===== src/rtl/serial_add_ctrl.sv =====
// serial_add_ctrl: bit-serial adder controller.
//
// A single fulladd cell is sequenced across a WIDTH-bit operand pair,
// one bit per clock, LSB first. It is the small, slow counterpart of a
// parallel ripple-carry adder. The host uses a start/done handshake.
//
// Parameters:
//   WIDTH  operand and sum width in bits (legal range 2..32, default 8)
//
// Ports:
//   clk    in   system clock, all state changes on its rising edge
//   reset  in   synchronous, active-high reset
//   start  in   request an addition, sampled only while idle
//   a, b   in   operands, captured on the accepted start edge
//   cin    in   carry-in, captured on the accepted start edge
//   busy   out  high while bits are being processed
//   done   out  one-cycle pulse, sum/cout valid from this cycle on
//   sum    out  registered result, held until the next result
//   cout   out  registered carry-out of the MSB, held with sum
//   ovf    out  (only with SERIAL_ADD_OVF_EN defined) registered
//               two's-complement overflow flag, held with sum
//
// Configuration macro:
//   SERIAL_ADD_OVF_EN  adds the ovf output and its capture logic.

// One-bit full adder cell from the gate library.
module fulladd (
    input  logic a,
    input  logic b,
    input  logic cin,
    output logic sum,
    output logic cout
);

    // Sum is the parity of the three inputs; carry is their majority.
    assign sum  = a ^ b ^ cin;
    assign cout = (a & b) | (a & cin) | (b & cin);

endmodule

module serial_add_ctrl #(
    parameter int WIDTH = 8
) (
    input  logic             clk,
    input  logic             reset,
    input  logic             start,
    input  logic [WIDTH-1:0] a,
    input  logic [WIDTH-1:0] b,
    input  logic             cin,
    output logic             busy,
    output logic             done,
    output logic [WIDTH-1:0] sum,
    output logic             cout
`ifdef SERIAL_ADD_OVF_EN
    ,
    output logic             ovf
`endif
);

    localparam int CNT_W = $clog2(WIDTH);
    localparam logic [CNT_W-1:0] LAST_BIT = CNT_W'(WIDTH - 1);

    typedef enum logic [1:0] {
        S_IDLE,
        S_RUN,
        S_DONE
    } state_t;

    state_t           state;
    logic [WIDTH-1:0] a_sh;
    logic [WIDTH-1:0] b_sh;
    logic [WIDTH-1:0] s_sh;
    logic             c;
    logic [CNT_W-1:0] cnt;

    logic             fa_sum;
    logic             fa_cout;
    logic [WIDTH-1:0] s_next;

    // The only adder in the design: it always looks at the current LSBs
    // of the operand shift registers plus the running carry.
    fulladd u_fa (
        .a    (a_sh[0]),
        .b    (b_sh[0]),
        .cin  (c),
        .sum  (fa_sum),
        .cout (fa_cout)
    );

    // Each new sum bit enters at the MSB end, so after WIDTH shifts the
    // first (LSB) result bit has travelled down to bit 0.
    assign s_next = {fa_sum, s_sh[WIDTH-1:1]};

    // Controller and datapath in one block. busy and done are registered
    // alongside the state so neither has a combinational path from start.
    // The result registers are written only when the last bit is summed,
    // so a run that is cut short by reset never exposes a partial sum.
    always_ff @(posedge clk) begin
        if (reset) begin
            state <= S_IDLE;
            busy  <= 1'b0;
            done  <= 1'b0;
            sum   <= '0;
            cout  <= 1'b0;
            a_sh  <= '0;
            b_sh  <= '0;
            s_sh  <= '0;
            c     <= 1'b0;
            cnt   <= '0;
`ifdef SERIAL_ADD_OVF_EN
            ovf   <= 1'b0;
`endif
        end else begin
            case (state)
                S_IDLE: begin
                    done <= 1'b0;
                    if (start) begin
                        a_sh  <= a;
                        b_sh  <= b;
                        c     <= cin;
                        cnt   <= '0;
                        busy  <= 1'b1;
                        state <= S_RUN;
                    end
                end

                S_RUN: begin
                    s_sh <= s_next;
                    a_sh <= {1'b0, a_sh[WIDTH-1:1]};
                    b_sh <= {1'b0, b_sh[WIDTH-1:1]};
                    c    <= fa_cout;
                    cnt  <= cnt + CNT_W'(1);
                    if (cnt == LAST_BIT) begin
                        sum   <= s_next;
                        cout  <= fa_cout;
`ifdef SERIAL_ADD_OVF_EN
                        // c is the carry into the MSB at this point.
                        ovf   <= c ^ fa_cout;
`endif
                        busy  <= 1'b0;
                        done  <= 1'b1;
                        state <= S_DONE;
                    end
                end

                S_DONE: begin
                    done  <= 1'b0;
                    state <= S_IDLE;
                end

                default: begin
                    busy  <= 1'b0;
                    done  <= 1'b0;
                    state <= S_IDLE;
                end
            endcase
        end
    end

endmodule

===== config.mk =====
export PLATFORM = sky130hd
export DESIGN_NAME = serial_add_ctrl
export DESIGN_NICKNAME = d
export VERILOG_FILES = /design/src/rtl/serial_add_ctrl.sv
export SDC_FILE = /design/constraint.sdc
export NUM_CORES = 1
export LEC_CHECK = 0
export BUFFER_PORTS_ARGS = -buffer_cell sky130_fd_sc_hd__buf_2
export CAP_MARGIN = 20
export CORE_MARGIN = 5
export CORE_UTILIZATION = 50
export DETAILED_ROUTE_END_ITERATION = 16
export PLACE_DENSITY = 0.76
export RECOVER_POWER = 100
export SETUP_SLACK_MARGIN = 0.4
export SLEW_MARGIN = 20
export SYNTH_ARGS = -nofsm -noshare
export SYNTH_HDL_FRONTEND = slang
export SYNTH_SLANG_ARGS = --single-unit

===== constraint.sdc =====
create_clock -name clk -period 1.4 [get_ports clk]
set_input_delay 0.21 -clock clk [delete_from_list [all_inputs] [get_ports clk]]
set_output_delay 0.21 -clock clk [all_outputs]
set_load 0.02 [all_outputs]

# == After elaboration in Yosys (flattened, before gate mapping) ==
# Index checks and enable logic that the tools add are counted.
# totals
elab_cells,46
reg_bits,41
in_bits,20
out_inout_bits,11
# classes
eq_ne,5
mux,14
addsub,1
reduce_logical,7
n_bitwise,9
# op_table
operator,count
case mux 8 bit (2 select lines),2
two-way mux 8 bit,2
case mux 3 bit (2 select lines),1
AND reduction 2 bit,3
two-way mux 2 bit,2
inequality test 2 bit (second input constant),2
case mux 2 bit (2 select lines),1
adder 3 x 1 -> 3 bit (second input constant),1
bitwise AND 1 bit,3
== test 3 bit (second input constant),1
two-way mux 1 bit,3
two-way mux 3 bit,1
case mux 1 bit (3 select lines),1
AND reduction 3 bit,1
== test 2 x 1 -> 1 bit (second input constant),1
== test 2 bit (second input constant),1
logical NOT 2 bit,1
NOT 1 bit,2
bitwise OR 1 bit,2
case mux 1 bit (2 select lines),1
nonzero test 2 bit,1
OR reduction 2 bit,1
XOR 1 bit,2

# == Longest topological paths before layout ==
# Gate-level depths: netlist (run 1).
# depth
word_depth,4
mapped_depth,6
depth_no_buf,5

# == By module ==
# Synthesis (run 1) repeated with hierarchy kept, for this count alone.
# unflattened
cells_unflattened,175
hier_area_um2,1606.5
# modules_own_cells
mod,cells_per_inst,area_per_inst_um2,n_inst
serial_add_ctrl,174,1586.5,1
fulladd,1,20.0,1

# == Worst setup path before layout (run 1) ==
# No wires, ideal clock.
# synth_path
kind,register to register
from,reg cnt[0]
to,reg sum[0]
path_stages_with_launch,6
arrival_ps,1133
setup_time_ps,71
n_path_buf,1
setup_slack_ps,196
path_cell_list,dfxtp_1 > ha_1 > ha_1 > buf_1 > nand3_1 > a21oi_1
# synth_between
elab_chain_cells,2
# synth_rtl
element,line,rtl
from (decl),74,logic [CNT_W-1:0] cnt;
from (signal assigned),132,cnt <= cnt + CNT_W'(1);
== test 3 bit,133,if (cnt == LAST_BIT) begin
AND reduction 2 bit (no source line),n/a,
to (signal assigned),134,sum <= s_next;
to (decl),52,"output logic [WIDTH-1:0] sum,"
# No other way between the ends.
# A chain may end at the register's enable or synchronous reset.

# == Final worst setup path (run 1) ==
# layout_path
from,reg cnt[1]
to,reg sum[1]
# Same word-level chain as after synthesis.

==> results_dict.tcl, run 1 <==
set metrics [dict create \
    run_status "finished, final reports clean" \
    wire_length_of_the_first_global_routing_pass_mm 6.244 \
    seqPwrFrac_pct 46.6 \
    cp.arrival_ns 1.48 \
    logic_gate_share_of_total_power_pct 10.8 \
    tritoncts "done" \
    crit-reg2reg-capture "sum[1]" \
    fin_total_pwr_mw 2.632 \
    port_buffers 30 \
    chip_height_um 66.69 \
    dr_total_vias 1459 \
    post_layout_nonfiller_instances 267 \
    initial_antenna_violation_count 0 \
    internal_power_summed_over_all_cells_mw 2.065 \
    dp_cells 238 \
    postSynthRegisterBits 40 \
    switchingPower_mw 0.5672 \
    worst_clock_skew_ns 0.01159 \
    cts_hold_buf 0 \
    rr_startpoint "cnt[1]" \
    worst-setup-path-type "reg2reg" \
    cts_root_buffer "clkbuf_4" \
    worst_r2r_path_depth 6 \
    fmax_mhz 786.8 \
    clockBufferDepth 2 \
    post-route-drc-count 0 \
    cp_cell_sequence "ha_1 -> ha_4 -> nand3b_1 -> buf_6 -> nand2_1 -> a21oi_1" \
    path_buf_inv 1 \
    critical_path.max_fanout 9 \
    power_frac_clock_pct 42.6 \
    finalHoldViolCount 0 \
    detail_route.wl_per_cell_um 14.97 \
    timing.critical_path.slowest_cell_delay_ns 0.35 \
    total_nets_after_synthesis 198 \
    std_cell_rows 20 \
    number_of_nets_still_failing_antenna_checks_after_routing 0 \
    io_pins 31 \
    grt_use_met1_pct 21.73 \
    rrSetupSlack_ns 0.13 \
    final_number_of_max_transition_violations 0 \
    hpwl_mm 2.164 \
    setup_viol 0 \
    cell_area_after_technology_mapping_um2 1607 \
    die_w_um 66.69 \
    total_nets_final 245 \
    warnings_synthesis 0 \
    finalWirelength_mm 3.996 \
    clock_slew_seen_by_the_registers_of_the_worst_setup_and_hold_paths_ns 0.12 \
    maxCapViolCount 0 \
    final_period_minus_worst_setup_slack_ns 1.271 \
    hold_ws_ns 0.08949 \
    swShare_pct 21.55 \
    min_delay_worst_endpoint "a_sh[7]" \
    max_slew_margin_pct 49.98 \
    power.density_cell_area_nw_per_um2 1168 \
    worst_max_slew_pin_slew_ns 0.7503 \
    detail_route.first_pass.iterations 5 \
    syn_area_per_cell_um2 9.180 \
    synth-edff-count 0 \
    grt.met3_usage_pct 6.914 \
    global_route.usage.met2_pct 29.58 \
    finalCritPeriodShare_pct 90.78 \
    cts_inserted_buffers 5 \
    globalRouteTotalUtil_pct 18.59 \
    die_area_um2 4447 \
    holdCritPathClass "in2reg" \
    gr-max-usage-layer "met2" \
    fill_cells 228 \
    hold_depth 3 \
    postSynthCellCount 175 \
    postSynth.topFlopCell "dfxtp_1" \
    cell_accounting_for_the_most_synthesized_area "dfxtp_1" \
    synth_async_sr_flop_share_pct 0 \
    crit_required_ns 1.61 \
    slowest_stage "dfxtp_1" \
    power.ir.vdd_worst_mv 0.8591 \
    synth_area_leaders "dfxtp_1 50%, mux2i_1 11%, a211oi_1 7.0%" \
    area_fraction_of_the_dominant_cell_type_after_synthesis_pct 49.84 \
    grt_remaining_overflow 0 \
    clock_sinks 40 \
    p_leak_nw 0.9351 \
    hold_crit_start "a[7]" \
    htreeDepth 2 \
    critPathTopFamily "adder cells" \
    tns_ns 0 \
    synthToLayoutAreaGrowth_pct 40.26 \
    final_util_pct 73.21 \
    gp_congestion 0.7290 \
    antenna-diode-count 0 \
    drt-vias-per-instance 5.464 \
    grt_start_max_net_pins 41 \
    worstSetupStartpointType "flip-flop" \
    final_layout_size_suffix_gt1_share_pct 36.77 \
    cp.depth 6 \
    synth.lib_cells_used.distinct 23 \
    grt_pass1_vias 1443 \
    drtIter0Drc 84 \
    core_region_area_um2 3078 \
    initial_core_util_pct 52.20 \
    worstSkewPairLatency_ns 0.36 \
    synth_sequential_area_ratio_pct 49.84 \
    rsz_0062_raised_after_global_routing "true" \
    crit_path_end_kind "flip-flop" \
]
==> metrics by stage <==
step / area (um2) / worst slack, ns
after global routing: 2253 / 0.07117
after global placement: 1805 / 0.1405
after CTS: 2206 / 0.2370
after detailed placement: 1805 / 0.05586
final: 2253 / 0.1290
after floorplan: 1682 / 0.3034
==> power groups by stage <==
stage                     Clock [mW]  Sequential (mW)  Combinational (mW)
after global placement             0             1.25               0.211
after CTS                       1.14             1.23               0.258
after global routing            1.20             1.23               0.309
final                           1.12             1.23               0.284
after detailed placement           0             1.25               0.220
after floorplan                    0             1.24               0.178
==> final cells by class <==
type	count	area [um2]	share of cell area (%)
clock buffers	5	37.54	1.666
clock inverters	3	90.09	3.998
inverters	1	3.754	0.1666
multi-input cells	121	812.0	36.04
flip-flops and latches	40	812.0	36.04
well taps	44	55.05	2.443
repair buffers	53	442.9	19.66
==> registers in the layout, indices dropped and copies added, names as in the netlist <==
signal,count
a_sh,8
b_sh,8
sum,8
s_sh,7
cnt,3
state,2
busy,1
c,1
cout,1
done,1
==> metal layers <==
metal  wire [um]  vias to the layer above
li1            -                      707
met1        1703                      695
met2        1986                       45
met3         230                       12
met4          75                        0
met5           0                        -
==> synth_stat cells, types with 2 or more instances <==
library cell   n
nor2_1        22
clkbuf_1       6
nor3_1         3
a211oi_1      15
dfxtp_1       40
ha_1           2
buf_2          5
mux2i_1       17
a22oi_1        4
nand2b_1       2
nand3_1        9
nand2_1       23
a21oi_1       17
==> logic make-up (layout without fill, tap and decap cells) <==
group	count (synthesis)	after routing	synth area share [%]
compound gates	38	38	14.95
fa+ha+maj	3	3	2.804
buf+inv	15	62	5.373
flops	40	40	49.84
mux	17	17	10.59
simple gates	62	63	16.43
==> placed cells by master, fill, tap and decap left out, types with 2 or more instances in the layout <==
cell        n
dfxtp_1    35
a211oi_1   15
mux2i_2     2
buf_4      10
a21oi_1    16
mux2i_1    15
dfxtp_4     2
nand3_1     9
nor2_1     21
nor3_1      3
buf_2      20
nand2_1    18
bufinv_16   3
nand2_2     5
clkbuf_4    5
nand2b_4    2
buf_6      19
dfxtp_2     3
a22oi_1     3
==> tightest hold or removal path, stage by stage <==
cell     delay [ns]
buf_2          0.08
a22oi_1        0.06
nor2_1         0.08
==> how the worst max path moves through the flow <==
stage,slack (ns),endpoint,from
floorplan,0.30,a_sh[0],state[1]
global placement,0.14,cout,cnt[1]
detailed placement,0.06,sum[7],cnt[0]
CTS,0.24,sum[7],a_sh[0]
global route,0.07,sum[1],cnt[1]
finish,0.13,sum[1],cnt[1]
==> what timing repair did <==
item                                    in CTS  in global routing
setup buffers                               10                  5
resized for setup                           59                 11
cloned                                       5                  1
pin swaps                                    9                  3
endpoints found under the setup margin      51                 51
No activity file was read; power rests on OpenSTA's default activity.
==> inputs of run 2 (changes only) <==
--- a/config.mk
+++ b/config.mk
@@ -5,12 +5,14 @@
 export SDC_FILE = /design/constraint.sdc
 export NUM_CORES = 1
 export LEC_CHECK = 0
+export ABC_AREA = 1
 export BUFFER_PORTS_ARGS = -buffer_cell sky130_fd_sc_hd__buf_2
 export CAP_MARGIN = 20
-export CORE_MARGIN = 5
-export CORE_UTILIZATION = 50
+export CELL_PAD_IN_SITES_DETAIL_PLACEMENT = 0
+export CELL_PAD_IN_SITES_GLOBAL_PLACEMENT = 1
+export CORE_UTILIZATION = 39
 export DETAILED_ROUTE_END_ITERATION = 16
-export PLACE_DENSITY = 0.76
+export PLACE_DENSITY = 0.81
 export RECOVER_POWER = 100
 export SETUP_SLACK_MARGIN = 0.4
 export SLEW_MARGIN = 20
==> results_dict.tcl, run 2 <==
set metrics [dict create \
    run_status "finished, final reports clean" \
    hpwl_mm 2.699 \
    final_layout_size_suffix_gt1_share_pct 32.46 \
    netlist_top_cells_count "46 x nand2_1, 43 x nand3_1, 40 x dfxtp_1" \
    postSynthRegisterBits 40 \
    number_of_nets_still_failing_antenna_checks_after_routing 0 \
    io_pins 31 \
    tritoncts "done" \
    die_area_um2 4909 \
    p_leak_nw 1.168 \
    max_slew_margin_pct 82.86 \
    worst-setup-path-type "reg2reg" \
    wire_length_of_the_first_global_routing_pass_mm 7.383 \
    worst_clock_skew_ns 0.004696 \
    most_instantiated_library_cell_after_synthesis "nand2_1" \
    std_cell_rows 24 \
    total_nets_after_synthesis 282 \
    holdCritPathClass "in2reg" \
    cp_cell_sequence "fa_1 -> nand3_2 -> a21oi_1" \
    postSynth.topFlopCell "dfxtp_1" \
    rsz_0062_raised_after_global_routing "true" \
    worstSetupStartpointType "flip-flop" \
    syn_area_per_cell_um2 6.976 \
    gr-max-usage-layer "met2" \
    tns_ns 0 \
    total_nets_final 327 \
    fin_total_pwr_mw 2.546 \
    synth-edff-count 0 \
    global_route.usage.met2_pct 30.56 \
    finalHoldViolCount 0 \
    synth_async_sr_flop_share_pct 0 \
    gp_congestion 0.6658 \
    cts_hold_buf 0 \
    clock_slew_seen_by_the_registers_of_the_worst_setup_and_hold_paths_ns 0.08 \
    critPathTopFamily "adder cells" \
    cell_accounting_for_the_most_synthesized_area "dfxtp_1" \
    clockBufferDepth 2 \
    cts_root_buffer "clkbuf_8" \
    port_buffers 30 \
    power.density_cell_area_nw_per_um2 974.7 \
    power.ir.vdd_worst_mv 0.5460 \
    drtIter0Drc 131 \
    final_number_of_max_transition_violations 0 \
    warnings_synthesis 0 \
    initial_antenna_violation_count 0 \
    synth.lib_cells_used.distinct 19 \
    drt-vias-per-instance 5.064 \
    initial_core_util_pct 40.93 \
    die_w_um 70.07 \
    final_critical_path_setup_slack_ns 0.1938 \
    postSynthCellCount 259 \
    clock_sinks 40 \
    area_fraction_of_the_dominant_cell_type_after_synthesis_pct 44.32 \
    antenna-diode-count 0 \
    grt_use_met1_pct 24.93 \
    crit_required_ns 1.63 \
    worst_max_slew_pin_slew_ns 0.2571 \
    final_period_minus_worst_setup_slack_ns 1.206 \
    htreeDepth 2 \
    setup_viol 0 \
    timing.critical_path.slowest_cell_delay_ns 0.60 \
    chip_height_um 70.07 \
    synth_area_leaders "dfxtp_1 44%, nand3_1 12%, nand2_1 9.6%" \
    detail_route.first_pass.iterations 4 \
    crit_path_end_kind "flip-flop" \
    dr_total_vias 1808 \
    post_layout_nonfiller_instances 357 \
    synthToLayoutAreaGrowth_pct 44.60 \
    cp.arrival_ns 1.43 \
    globalRouteTotalUtil_pct 18.80 \
    post-place-ws_ns 0.1499 \
    fmax_mhz 829.1 \
    grt_pass1_vias 1606 \
    finalCritPeriodShare_pct 86.16 \
    cts_inserted_buffers 5 \
    worstSkewPairLatency_ns 0.29 \
    grt_start_max_net_pins 32 \
    core_region_area_um2 4414 \
    synth_sequential_area_ratio_pct 44.32 \
    grt_remaining_overflow 0 \
    cell_area_after_technology_mapping_um2 1807 \
    mostFrequentLayoutCells "40 x nand2_1, 36 x dfxtp_1, 31 x nand3_1" \
    layout.cells.most_common "nand2_1" \
    largest_registers "a_sh x8, b_sh x8, sum x8" \
    post-route-drc-count 0 \
    slowest_stage "fa_1" \
    maxCapViolCount 0 \
    path_buf_inv 0 \
    critical_path.max_fanout 2 \
    grt.met3_usage_pct 3.896 \
    dp_cells 334 \
    detail_route.wl_per_cell_um 13.48 \
    finalWirelength_mm 4.812 \
]
[run 2: cell type report]
type	count	area, um2
Timing Repair Buffer	52	503.0
Clock inverter	2	15.01
Multi-Input combinational cell	170	989.7
Fill cell	417	1802
Tap cell	52	65.06
Sequential cell	40	810.8
Inverter	35	146.4
Clock buffer	6	82.58
[run 2: cell families (layout without fill, tap and decap cells)]
group	Yosys count	count (layout)	synth area share [%]
AO/OA/AOI/OAI	23	23	6.371
adder cells (fa/ha/maj)	3	3	2.493
flip-flops	40	40	44.32
buffers and inverters	51	95	11.91
AND/OR/NAND/NOR	142	144	34.90
[run 2: metal layers]
layer | wire length [um] | share of wire (%) | up-vias
met5 | 0 | 0 | -
met1 | 2234 | 46 | 845
met3 | 153 | 3.2 | 10
met2 | 2336 | 49 | 37
li1 | - | - | 916
met4 | 87 | 1.8 | 0
[run 2: worst paths after layout]
path	cells after the start	startpoint	end	slack [ns]
setup / recovery	3	b_sh[0]	sum[7]	0.19
hold / removal	3	b[3]	b_sh[3]	0.13
setup reg to reg	3	b_sh[0]	sum[7]	0.19
hold reg to reg	2	s_sh[3]	sum[2]	0.46
[run 2: worst register-to-register path, delay by kind of cell (launching register included)]
family          cells  cell delay [ns]
simple gates        1             0.07
fa+ha+maj           1             0.60
compound gates      1             0.13
flops               1             0.33
[run 2: metrics by stage]
| stage | area [um2] | util (%) | hold WS, ns |
|---|---|---|---|
| global placement | 2066 | 46.80 | 0.4390 |
| floorplan | 1882 | - | 0.3411 |
| global route | 2613 | 59.18 | 0.1482 |
| detailed placement | 2066 | 46.80 | 0.4464 |
| finish | 2613 | 59.18 | 0.1327 |
| CTS | 2371 | 53.71 | 0.1404 |
[run 2: repair_timing]
action / CTS / global route
buffers inserted: 4 / 5
endpoints found under the setup margin: 51 / 50
resized for setup: 36 / 53
gates cloned: 2 / 4
pin swaps: 5 / 24
[run 2: report_power, final]
part           switching [mW]  internal, mW
logic                   0.260         0.227
registers              0.0334          1.20
clock network           0.425         0.399
total                   0.718          1.83
